`src/rtl/window_scan_fsm_if.sv`:
```
// Signal bundle between the raster-scan controller, its column counter and the
// classifier scheduler. The slave side is the controller, the master side drives it.
interface window_scan_fsm_if #(
    parameter int DATA_WIDTH = 8
);
    logic                    start;
    logic                    abort;
    logic                    pixel_valid;
    logic [DATA_WIDTH-1:0]   max_row;
    logic [DATA_WIDTH-1:0]   col_ctr;
    logic                    col_end;
    logic                    col_enable;
    logic                    col_reset;
    logic                    busy;
    logic [DATA_WIDTH-1:0]   row_ctr;
    logic                    window_valid;
    logic [DATA_WIDTH-1:0]   win_x;
    logic [DATA_WIDTH-1:0]   win_y;
    logic [2*DATA_WIDTH-1:0] window_count;
    logic                    frame_start;
    logic                    frame_done;

    modport master (
        output start, abort, pixel_valid, max_row, col_ctr, col_end,
        input  col_enable, col_reset, busy, row_ctr, window_valid,
               win_x, win_y, window_count, frame_start, frame_done
    );

    modport slave (
        input  start, abort, pixel_valid, max_row, col_ctr, col_end,
        output col_enable, col_reset, busy, row_ctr, window_valid,
               win_x, win_y, window_count, frame_start, frame_done
    );
endinterface

```
`src/rtl/window_scan_fsm.sv`:
```
// Raster-scan controller: gates the column counter, tracks rows and flags every
// pixel where a complete WINDOW_SIZE x WINDOW_SIZE Haar window ends.
module window_scan_fsm #(
    parameter int DATA_WIDTH  = 8,
    parameter int WINDOW_SIZE = 24
) (
    input  logic             clk,
    input  logic             rst_n,
    window_scan_fsm_if.slave bus
);
    localparam int CW = 2 * DATA_WIDTH;

    localparam logic [1:0] IDLE = 2'd0;
    localparam logic [1:0] SCAN = 2'd1;
    localparam logic [1:0] DONE = 2'd2;

    localparam logic [DATA_WIDTH-1:0] WIN_LAST  = DATA_WIDTH'(WINDOW_SIZE - 1);
    localparam logic [DATA_WIDTH-1:0] ROW_ONE   = DATA_WIDTH'(1);
    localparam logic [CW-1:0]         COUNT_ONE = CW'(1);

    logic [1:0]            state_q,      state_d;
    logic [DATA_WIDTH-1:0] maxRow_q,     maxRow_d;
    logic [DATA_WIDTH-1:0] rowCtr_q,     rowCtr_d;
    logic                  winValid_q,   winValid_d;
    logic [DATA_WIDTH-1:0] winX_q,       winX_d;
    logic [DATA_WIDTH-1:0] winY_q,       winY_d;
    logic [CW-1:0]         winCount_q,   winCount_d;
    logic                  frameStart_q, frameStart_d;
    logic                  frameDone_q,  frameDone_d;
    logic                  colReset_q,   colReset_d;

    logic accept;
    logic colOk;
    logic rowOk;
    logic winHit;

    // A one-pixel window is complete everywhere, so the threshold compare is dropped.
    if (WINDOW_SIZE > 1) begin : g_thresh
        assign colOk = (bus.col_ctr >= WIN_LAST);
        assign rowOk = (rowCtr_q >= WIN_LAST);
    end else begin : g_any
        assign colOk = 1'b1;
        assign rowOk = 1'b1;
    end

    assign accept = (state_q == SCAN) && !colReset_q && bus.pixel_valid;
    assign winHit = accept && colOk && rowOk;

    always_comb begin
        state_d      = state_q;
        maxRow_d     = maxRow_q;
        rowCtr_d     = rowCtr_q;
        winValid_d   = 1'b0;
        winX_d       = winX_q;
        winY_d       = winY_q;
        winCount_d   = winCount_q;
        frameStart_d = 1'b0;
        frameDone_d  = 1'b0;
        colReset_d   = 1'b0;

        case (state_q)
            IDLE: begin
                if (bus.start && !bus.abort) begin
                    state_d      = SCAN;
                    frameStart_d = 1'b1;
                    colReset_d   = 1'b1;
                    maxRow_d     = bus.max_row;
                    rowCtr_d     = '0;
                    winCount_d   = '0;
                end
            end
            SCAN: begin
                // Abort takes priority over a pixel arriving in the same cycle.
                if (bus.abort) begin
                    state_d    = IDLE;
                    colReset_d = 1'b1;
                    rowCtr_d   = '0;
                end else if (accept) begin
                    if (winHit) begin
                        winValid_d = 1'b1;
                        winX_d     = bus.col_ctr - WIN_LAST;
                        winY_d     = rowCtr_q - WIN_LAST;
                        if (winCount_q != '1) begin
                            winCount_d = winCount_q + COUNT_ONE;
                        end
                    end
                    if (bus.col_end) begin
                        if (rowCtr_q == maxRow_q) begin
                            state_d     = DONE;
                            frameDone_d = 1'b1;
                        end else begin
                            rowCtr_d = rowCtr_q + ROW_ONE;
                        end
                    end
                end
            end
            DONE: begin
                state_d = IDLE;
                if (bus.abort) begin
                    colReset_d = 1'b1;
                    rowCtr_d   = '0;
                end
            end
            default: begin
                state_d = IDLE;
            end
        endcase
    end

    always_ff @(posedge clk or negedge rst_n) begin
        if (!rst_n) begin
            state_q      <= IDLE;
            maxRow_q     <= '0;
            rowCtr_q     <= '0;
            winValid_q   <= 1'b0;
            winX_q       <= '0;
            winY_q       <= '0;
            winCount_q   <= '0;
            frameStart_q <= 1'b0;
            frameDone_q  <= 1'b0;
            colReset_q   <= 1'b0;
        end else begin
            state_q      <= state_d;
            maxRow_q     <= maxRow_d;
            rowCtr_q     <= rowCtr_d;
            winValid_q   <= winValid_d;
            winX_q       <= winX_d;
            winY_q       <= winY_d;
            winCount_q   <= winCount_d;
            frameStart_q <= frameStart_d;
            frameDone_q  <= frameDone_d;
            colReset_q   <= colReset_d;
        end
    end

    // The column counter is held clear for as long as this block is in reset.
    assign bus.col_reset    = colReset_q || !rst_n;
    assign bus.col_enable   = accept;
    assign bus.busy         = (state_q == SCAN);
    assign bus.row_ctr      = rowCtr_q;
    assign bus.window_valid = winValid_q;
    assign bus.win_x        = winX_q;
    assign bus.win_y        = winY_q;
    assign bus.window_count = winCount_q;
    assign bus.frame_start  = frameStart_q;
    assign bus.frame_done   = frameDone_q;

endmodule

```
`src/flat_wrapper.sv`:
```
// flat-port wrapper written by rule: the top's interface ports become plain ports
module window_scan_fsm_flat 
#(
    parameter int DATA_WIDTH  = 8,
    parameter int WINDOW_SIZE = 24
)
  (clk, rst_n, bus_start, bus_abort, bus_pixel_valid, bus_max_row, bus_col_ctr, bus_col_end, bus_col_enable, bus_col_reset, bus_busy, bus_row_ctr, bus_window_valid, bus_win_x, bus_win_y, bus_window_count, bus_frame_start, bus_frame_done);
  window_scan_fsm_if #(.DATA_WIDTH(DATA_WIDTH)) bus_i ();
  input  logic clk;
  input  logic rst_n;
  input wire logic [$bits(bus_i.start)-1:0] bus_start;
  input wire logic [$bits(bus_i.abort)-1:0] bus_abort;
  input wire logic [$bits(bus_i.pixel_valid)-1:0] bus_pixel_valid;
  input wire logic [$bits(bus_i.max_row)-1:0] bus_max_row;
  input wire logic [$bits(bus_i.col_ctr)-1:0] bus_col_ctr;
  input wire logic [$bits(bus_i.col_end)-1:0] bus_col_end;
  output wire logic [$bits(bus_i.col_enable)-1:0] bus_col_enable;
  output wire logic [$bits(bus_i.col_reset)-1:0] bus_col_reset;
  output wire logic [$bits(bus_i.busy)-1:0] bus_busy;
  output wire logic [$bits(bus_i.row_ctr)-1:0] bus_row_ctr;
  output wire logic [$bits(bus_i.window_valid)-1:0] bus_window_valid;
  output wire logic [$bits(bus_i.win_x)-1:0] bus_win_x;
  output wire logic [$bits(bus_i.win_y)-1:0] bus_win_y;
  output wire logic [$bits(bus_i.window_count)-1:0] bus_window_count;
  output wire logic [$bits(bus_i.frame_start)-1:0] bus_frame_start;
  output wire logic [$bits(bus_i.frame_done)-1:0] bus_frame_done;
  assign bus_i.start = bus_start;
  assign bus_i.abort = bus_abort;
  assign bus_i.pixel_valid = bus_pixel_valid;
  assign bus_i.max_row = bus_max_row;
  assign bus_i.col_ctr = bus_col_ctr;
  assign bus_i.col_end = bus_col_end;
  assign bus_col_enable = bus_i.col_enable;
  assign bus_col_reset = bus_i.col_reset;
  assign bus_busy = bus_i.busy;
  assign bus_row_ctr = bus_i.row_ctr;
  assign bus_window_valid = bus_i.window_valid;
  assign bus_win_x = bus_i.win_x;
  assign bus_win_y = bus_i.win_y;
  assign bus_window_count = bus_i.window_count;
  assign bus_frame_start = bus_i.frame_start;
  assign bus_frame_done = bus_i.frame_done;
  window_scan_fsm #(.DATA_WIDTH(DATA_WIDTH), .WINDOW_SIZE(WINDOW_SIZE)) u_core (.clk(clk), .rst_n(rst_n), .bus(bus_i));
endmodule
```
`config.mk`:
```
export PLATFORM = sky130hd
export DESIGN_NAME = window_scan_fsm_flat
export DESIGN_NICKNAME = d
export VERILOG_FILES = /design/src/rtl/window_scan_fsm_if.sv /design/src/rtl/window_scan_fsm.sv /design/src/flat_wrapper.sv
export SDC_FILE = /design/constraint.sdc
export NUM_CORES = 1
export LEC_CHECK = 0
export BUFFER_PORTS_ARGS = -buffer_cell sky130_fd_sc_hd__buf_4
export CORE_UTILIZATION = 61
export CTS_BUF_LIST = sky130_fd_sc_hd__clkbuf_8
export CTS_CLUSTER_SIZE = 30
export DETAILED_ROUTE_END_ITERATION = 7
export HOLD_SLACK_MARGIN = 0.1
export PLACE_DENSITY = 0.95
export SETUP_SLACK_MARGIN = 0.15
export SLEW_MARGIN = 20
export SYNTH_ARGS = -nofsm -noshare
export SYNTH_HDL_FRONTEND = slang
export SYNTH_SLANG_ARGS = --single-unit
```
`constraint.sdc`:
```
create_clock -name clk -period 6.74 [get_ports clk]
set_input_delay 0.674 -clock clk [delete_from_list [all_inputs] [get_ports clk]]
set_output_delay 0.674 -clock clk [all_outputs]
set_load 0.005 [all_outputs]
```
After elaboration in Yosys (flattened, before gate mapping). Cells that the tools add are included.

Register bits after elaboration: 54. Bits of input ports: 22. Word-level logic and storage cells: 81.

$add $sub $neg: 4. Magnitude comparators: 2. Equal/unequal tests: 14. Multiplexer cells: 32. Bitwise gates (word level): 1. Reductions and logical operators: 18.

Operators with widths (number): two-way mux 16 bit (5); two-way mux 8 bit (6); one-hot mux 16 bit (2 select lines) (1); one-hot mux 8 bit (3 select lines) (1); adder 16 x 1 -> 16 bit (second input constant) (1); greater-or-equal comparator 8 x 5 -> 1 bit (second input constant) (2); != test 16 bit (second input constant) (1); subtractor 8 x 5 -> 8 bit (second input constant) (2); two-way mux 1 bit (12); AND reduction 6 bit (2); two-way mux 2 bit (5); adder 8 x 1 -> 8 bit (second input constant) (1); equality test 8 bit (1); != test 2 x 1 -> 1 bit (second input constant) (4); AND reduction 4 bit (2); != test 3 x 2 -> 1 bit (second input constant) (2); != test 3 bit (second input constant) (2); logical AND 1 bit (5); != test 2 bit (second input constant) (2); one-hot mux 2 bit (2 select lines) (1); logical NOT 1 bit (3); nonzero test 3 bit (1); equality test 2 x 1 -> 1 bit (second input constant) (1); equality test 2 bit (second input constant) (1); 7 further kinds (7).

Depth between registers and ports, before layout. Gate-level depths: netlist (run 1).

Word-level depth: 9. Depth in mapped cells: 12. Depth with buffers taken out: 8.

Least setup slack after synthesis (run 1). OpenSTA, ideal clock, no wires.

Path type: input port to flip-flop. From: in bus_col_ctr[0]. To: reg u_core.winCount_q[4] (netlist: u_core.bus.window_count[4]). Library setup time: 70 ps. Arrival: 2333 ps. Data required time: 6670 ps. Path slack: 4337 ps. Stages: 8. Path through: ha_1 -> a21oi_1 -> a2111o_1 -> or2_1 -> buf_6 -> buf_6 -> or4_1 -> nand3_1.

Longest elaborated chain between the ends: 5.

RTL lines: start, declared (RTL line flat_wrapper.sv:15) `input wire logic [$bits(bus_i.col_ctr)-1:0] bus_col_ctr;`; greater-or-equal comparator 8 x 5 -> 1 bit (RTL line window_scan_fsm.sv:39) `assign colOk = (bus.col_ctr >= WIN_LAST);`; logical AND 1 bit (2 in series) (RTL line window_scan_fsm.sv:47) `assign winHit = accept && colOk && rowOk;`; != test 2 x 1 -> 1 bit (no line); AND reduction 6 bit (no line); end signal, assigned (RTL line window_scan_fsm.sv:129) `winCount_q <= winCount_d;`; end, declared (RTL line window_scan_fsm.sv:27) `logic [CW-1:0] winCount_q, winCount_d;`.

No other way between the ends. A chain may end at the register's enable or synchronous reset.

Worst setup path after layout (run 1).
From: reg u_core.state_q[1]. To: reg u_core.winCount_q[9] (netlist: u_core.bus.window_count[9]).

Longest elaborated chain between the ends: 7. Elaborated cells between the ends (all ways): 14.

RTL lines: start, declared (RTL line window_scan_fsm.sv:21) `logic [1:0] state_q, state_d;`; start signal, assigned (RTL line window_scan_fsm.sv:123) `state_q <= state_d;`; equality test 2 x 1 -> 1 bit (RTL line window_scan_fsm.sv:46, window_scan_fsm.sv:61); logical AND 1 bit (2 in series) (RTL line window_scan_fsm.sv:46) `assign accept = (state_q == SCAN) && !colReset_q && bus.pixel_valid;`; logical AND 1 bit (2 in series) (RTL line window_scan_fsm.sv:47); != test 2 x 1 -> 1 bit (no line); AND reduction 6 bit (no line).

Several ways; a longest one is shown, not always the timed one.

==> results of run 1 <==
## flip-flops by register name (all words and copies together) (netlist names)
register                 count
u_core.bus.frame_done        1
u_core.maxRow_q              8
u_core.bus.win_y             8
u_core.bus.window_count     16
u_core.bus.win_x             8
u_core.colReset_q            1
u_core.bus.row_ctr           8
u_core.state_q               2
u_core.bus.frame_start       1
u_core.bus.window_valid      1
## final timing paths
check / startpoint / end / slack [ns] / depth (start not counted)
worst max-delay path: u_core.state_q[1] / u_core.bus.window_count[9] / 3.33 / 8
worst min-delay path: rst_n / u_core.bus.row_ctr[1] / 0.39 / 1
worst max register to register: u_core.state_q[1] / u_core.bus.window_count[9] / 3.33 / 8
worst min register to register: u_core.bus.win_y[6] / u_core.bus.win_y[6] / 0.49 / 2
max in group asynchronous: rst_n / u_core.bus.window_count[4] / 5.90 / 1
min in group clk: u_core.bus.win_y[6] / u_core.bus.win_y[6] / 0.49 / 2
## stage by stage
stage	std cells	area, um2	total power, mW	hold WS (ns)
floorplan	327	3080	0.673	0.378
global placement	444	3580	0.775	0.463
detailed placement	444	3580	0.793	0.471
CTS	452	3670	0.976	0.414
global route	452	3670	1.03	0.452
finish	452	3670	0.977	0.394
## logic make-up (layout without fill, tap and decap cells)
group	Yosys count	in the layout
AO/OA/AOI/OAI	76	76
adder cells (fa/ha/maj)	7	7
flip-flops	54	54
buffers and inverters	27	85
XOR/XNOR	19	19
AND/OR/NAND/NOR	135	135
multiplexers	9	9
## synthesized netlist by cell type (all sizes together) (2+ instances only)
cell type  count
dfrtp         54
nand2         46
o21ai         19
xnor2         18
a21oi         17
nand3         11
nand4         11
nor3          11
clkbuf        10
a211o          9
buf            9
mux2           9
nor4           9
inv            8
nor2           8
ha             7
and3           6
nand2b         6
a31oi          5
nor2b          5
o21a           4
or3            4
or4            4
o211a          3
o211ai         3
a21o           2
and2           2
nand3b         2
nor4b          2
o311ai         2
o41ai          2
or2            2
or4b           2
## critical path, delay by kind of cell, from the launching register on
family                   cells  cell delay [ns]
AND/OR/NAND/NOR              2             0.66
buffers and inverters        2             0.49
flip-flops                   1             0.42
AO/OA/AOI/OAI                3             0.96
adder cells (fa/ha/maj)      1             0.75
## routing by layer
layer  vias up  track usage  wire (um)
li1       1315            -          -
met1      1323        0.422       3150
met2       144        0.422       3330
met3        15       0.0414        571
met4         0        0.131        159
met5         -            0          0
## power by group through the flow
| stage | registers [mW] | logic (mW) | clock network, mW |
|---|---|---|---|
| finish | 0.449 | 0.342 | 0.186 |
| global route | 0.459 | 0.373 | 0.199 |
| CTS | 0.447 | 0.342 | 0.188 |
| detailed placement | 0.453 | 0.340 | 0 |
| global placement | 0.449 | 0.326 | 0 |
| floorplan | 0.439 | 0.234 | 0 |
## cells in the final DEF (no fill, tap or decap), types with 9 or more instances in the layout
master / synthesis / routed
o21ai_0: 19 / 19
a21oi_1: 16 / 16
nor4_1: 9 / 9
dfrtp_1: 54 / 54
xnor2_1: 18 / 18
mux2_2: 9 / 9
nor3_1: 11 / 11
nand4_1: 11 / 11
a211o_1: 9 / 9
nand3_1: 11 / 11
buf_4: 0 / 69
nand2_1: 46 / 46
## cell type report
type                    count  area [um2]  share of cell area
multi-input cells         246        1600               0.435
flip-flops and latches     54        1350               0.368
repair buffers             69         518               0.141
well taps                  67        83.8              0.0228
clock buffers               6        82.6              0.0225
inverters                   8        30.0             0.00818
clock inverters             2        8.76             0.00239
==> results_dict.tcl, run 1 <==
set metrics [dict create \
    outcome "completed" \
    drive_above_1_share 0.239 \
    route.vias.total 2797 \
    p_seq_frac 0.460 \
    dr.pass1.iters 5 \
    ir_drop_uv 192 \
    clock_power_share 0.190 \
    netlist_area_um2 3080 \
    fmax_mhz 293 \
    fillers 344 \
    synth-edff-count 0 \
    track_usage 0.288 \
    start_util 0.644 \
    io_buffers 67 \
    period_minus_slack_ns 3.41 \
    synth-seq-cells 54 \
    clk_path_buf_depth 2 \
    slowest_delay_ns 0.75 \
    grt_first_pass_wirelength_um 11800 \
    drc 0 \
    rsz0062_at_grt "no" \
    clk_pin_slew_ns 0.09 \
    dp_slack_ns 3.40 \
    synthSimpleGateAreaFrac 0.234 \
    maxCapViolations 0 \
    cts_resized 0 \
    first_global_vias 2527 \
    yosysSeqAreaShare 0.438 \
    post-route-period-util 0.506 \
    synth_nets 356 \
    finalSetupTns_ns 0 \
    cp_max_fo 29 \
    cts_setup_buffers 0 \
    skew_ns 0.00702 \
    synthCells 327 \
    synth_adder_area_share 0.0284 \
    path_class "reg2reg" \
    h-tree-depth 2 \
    ios 68 \
    relSlewSlack 0.330 \
    synth_top_area_frac 0.438 \
    cts_tree "done" \
    grt_max_degree 56 \
    die_y_um 73.1 \
    num_antenna_cells 0 \
    final_nets 413 \
    coreArea_um2 4790 \
    swShare 0.357 \
    setup_viol 0 \
    synth.mux.area_fraction 0.0329 \
    synthXorXnorAreaFrac 0.0540 \
    required_ns 6.94 \
    clkSinkCount 54 \
    post_synth.cell_area_avg_um2 9.43 \
    row_count 25 \
    routed_wl_um 7210 \
    finalHoldViolations 0 \
    slowest_stage "ha_1" \
    worst_slew_pin_slew_ns 1.00 \
    ant_nets 0 \
    synth_cell_types 54 \
    pwr-share-comb 0.350 \
    fin_util 0.767 \
    leakagePower_nw 1.71 \
    critPathArrivalTime_ns 3.61 \
    path_cells "inv_1, ha_1, nand2b_4, a2111o_1, or2_1, inv_2, a21oi_2, a211o_1" \
    yosys_warnings 0 \
    setup_slack_ns 3.33 \
    p_switching_mw 0.348 \
    synth_area_leader_cell "dfrtp_1" \
    dp_hpwl_um 5140 \
    intPower_mw 0.628 \
    crit_path_end_kind "flip-flop" \
    cts-root-buf "clkbuf_8" \
    antenna_found_initial 0 \
    grt.overflow.total 0 \
    power.density_nw_per_um2 266 \
    synth_compound_area_frac 0.168 \
    synth_top_family_by_area "simple AND/OR/NAND/NOR gates" \
    dieArea_um2 5340 \
    min_path_type "in2async" \
    die_w_um 73.1 \
    startpoint_type "flip-flop" \
    clk_latency_ns 0.31 \
    synth_area_leaders "dfrtp_1 (44%), nand2_1 (5.6%), xnor2_1 (5.1%)" \
    avgViaCountPerCell 6.19 \
    synth-async-reset-ratio 1.00 \
    cts_hold_buf 0 \
    post_drt_wl_per_cell_um 16.0 \
    drtIter0Drc 259 \
    gp_congestion 0.901 \
    cts_buffers 5 \
    slew_viol_final 0 \
    area_delta_synth_final_pct 19.0 \
    synth-main-ff-cell "dfrtp_1" \
]
No activity file was read; power rests on OpenSTA's default activity.
==> run 2: changes to the inputs <==
--- a/config.mk
+++ b/config.mk
@@ -6,12 +6,12 @@
 export NUM_CORES = 1
 export LEC_CHECK = 0
 export BUFFER_PORTS_ARGS = -buffer_cell sky130_fd_sc_hd__buf_4
-export CORE_UTILIZATION = 61
+export CORE_UTILIZATION = 56
 export CTS_BUF_LIST = sky130_fd_sc_hd__clkbuf_8
 export CTS_CLUSTER_SIZE = 30
 export DETAILED_ROUTE_END_ITERATION = 7
 export HOLD_SLACK_MARGIN = 0.1
-export PLACE_DENSITY = 0.95
+export PLACE_DENSITY = 0.89
 export SETUP_SLACK_MARGIN = 0.15
 export SLEW_MARGIN = 20
 export SYNTH_ARGS = -nofsm -noshare
==> constraint.sdc (replaced) <==
create_clock -name clk -period 3.41 [get_ports clk]
set_input_delay 0.341 -clock clk [delete_from_list [all_inputs] [get_ports clk]]
set_output_delay 0.341 -clock clk [all_outputs]
set_load 0.005 [all_outputs]
==> run 2 against run 1 <==
- critical path depth decreased by 1
- non-clock buffer count increased by 4
- power increased by 110%
- sequential share of layout area decreased by 0.57 points
- fmax increased by 30%
- worst setup slack got worse by 2.5 ns
- count of clock-buffer cells in the layout unchanged
- cell count increased by 1.3%
- first-iteration DRC count unchanged
- sequential cell count unchanged
- register-to-register slack got worse by 2.5 ns
==> results_dict.tcl, run 2 (same netlist as run 1, synthesis figures left out) <==
set metrics [dict create \
    final_cell_mix "buf_4 (72), dfrtp_1 (54), nand2_1 (46)" \
    routed_wl_um 7510 \
    worst_slew_pin_slew_ns 0.697 \
    track_usage 0.265 \
    crit_path_end_kind "flip-flop" \
    cp_max_fo 49 \
    finalHoldViolations 0 \
    start_util 0.592 \
    h-tree-depth 2 \
    num_antenna_cells 0 \
    post-route-period-util 0.767 \
    p_switching_mw 0.705 \
    first_global_vias 2597 \
    slew_viol_final 0 \
    leakagePower_nw 1.73 \
    swShare 0.347 \
    dieArea_um2 5810 \
    dp_slack_ns 0.854 \
    final_common_cell "buf_4" \
    dp_hpwl_um 5230 \
    clock_power_share 0.218 \
    outcome "completed" \
    gp_congestion 0.895 \
    period_minus_slack_ns 2.61 \
    startpoint_type "flip-flop" \
    row_count 26 \
    area_delta_synth_final_pct 20.9 \
    drc 0 \
    post_drt_wl_per_cell_um 16.4 \
    cts_resized 0 \
    clkSinkCount 54 \
    ios 68 \
    grt_max_degree 56 \
    final_nets 417 \
    min_path_type "in2reg" \
    p_seq_frac 0.436 \
    pwr-share-comb 0.346 \
    cts_buffers 5 \
    setup_viol 0 \
    fmax_mhz 382 \
    largest_register_ffs 16 \
    ir_drop_uv 386 \
    die_y_um 76.2 \
    fin_util 0.716 \
    setup_slack_ns 0.795 \
    antenna_found_initial 0 \
    dr.pass1.iters 5 \
    die_w_um 76.2 \
    fillers 391 \
    clk_path_buf_depth 2 \
    grt.overflow.total 0 \
    maxCapViolations 0 \
    relSlewSlack 0.536 \
    clk_pin_slew_ns 0.09 \
    rsz0062_at_grt "no" \
    clk_latency_ns 0.31 \
    drive_above_1_share 0.245 \
    avgViaCountPerCell 6.09 \
    path_class "reg2reg" \
    cts-root-buf "clkbuf_8" \
    skew_ns 0.00702 \
    ant_nets 0 \
    intPower_mw 1.33 \
    grt_first_pass_wirelength_um 12300 \
    coreArea_um2 5200 \
    cts_tree "done" \
    power.density_nw_per_um2 545 \
    drtIter0Drc 259 \
    finalSetupTns_ns 0 \
    route.vias.total 2788 \
    critPathArrivalTime_ns 2.81 \
    required_ns 3.60 \
    io_buffers 67 \
]
## run 2: repair_timing
item / CTS / global route
endpoints found under the hold margin: 15 / 0
setup buffers: 0 / 0
hold buffers: 1 / 0
setup endpoints to repair: 0 / 0
## run 2: area by class of cell
type                    count  area [um2]  area share
flip-flops and latches     54        1350       0.363
well taps                  70        87.6      0.0235
multi-input cells         246        1600       0.428
repair buffers             73         551       0.148
clock buffers               6        82.6      0.0222
clock inverters             1        30.0     0.00806
inverters                   8        30.0     0.00806
## run 2: path summary, 6_finish.rpt
path	from	endpoint	cells past startpoint	slack, ns
min in group asynchronous	rst_n	u_core.maxRow_q[4]	2	0.63
setup reg to reg	u_core.bus.row_ctr[0]	u_core.bus.window_count[1]	7	0.80
max in group asynchronous	rst_n	u_core.bus.window_count[12]	2	2.32
setup / recovery	u_core.bus.row_ctr[0]	u_core.bus.window_count[1]	7	0.80
hold / removal	bus_max_row[5]	u_core.maxRow_q[5]	2	0.26
hold reg to reg	u_core.bus.win_y[5]	u_core.bus.win_y[5]	2	0.48
## run 2: power by group through the flow
stage	registers [mW]	clock network, mW	logic, mW
6_report	0.886	0.443	0.702
5_1_grt	0.903	0.473	0.757
4_1_cts	0.883	0.450	0.695
3_5_place_dp	0.896	0	0.690
3_3_place_gp	0.888	0	0.666
2_1_floorplan	0.867	0	0.463
## run 2: metrics by stage
stage | power, mW | instance area (um2) | cells | hold WS [ns]
final | 2.03 | 3730 | 458 | 0.262
after global routing | 2.13 | 3730 | 458 | 0.251
after CTS | 2.03 | 3730 | 458 | 0.254
after detailed placement | 1.59 | 3600 | 450 | 0.434
after global placement | 1.55 | 3600 | 450 | 0.426
after floorplan | 1.33 | 3080 | 327 | 0.0454
## run 2: worst max-delay path, stage by stage (launching register included)
cell and delay (ns):
dfrtp_1 0.48, ha_1 0.30, a21o_1 0.21, a2111oi_0 0.39, or2_1 0.20, buf_4 0.41
nor2_1 0.13, a221o_1 0.36
## run 2: routing by layer
metal,GRT usage,part of all wire
met1,0.364,0.44
met2,0.413,0.47
met3,0.0515,0.074
met4,0.108,0.016
met5,0,0
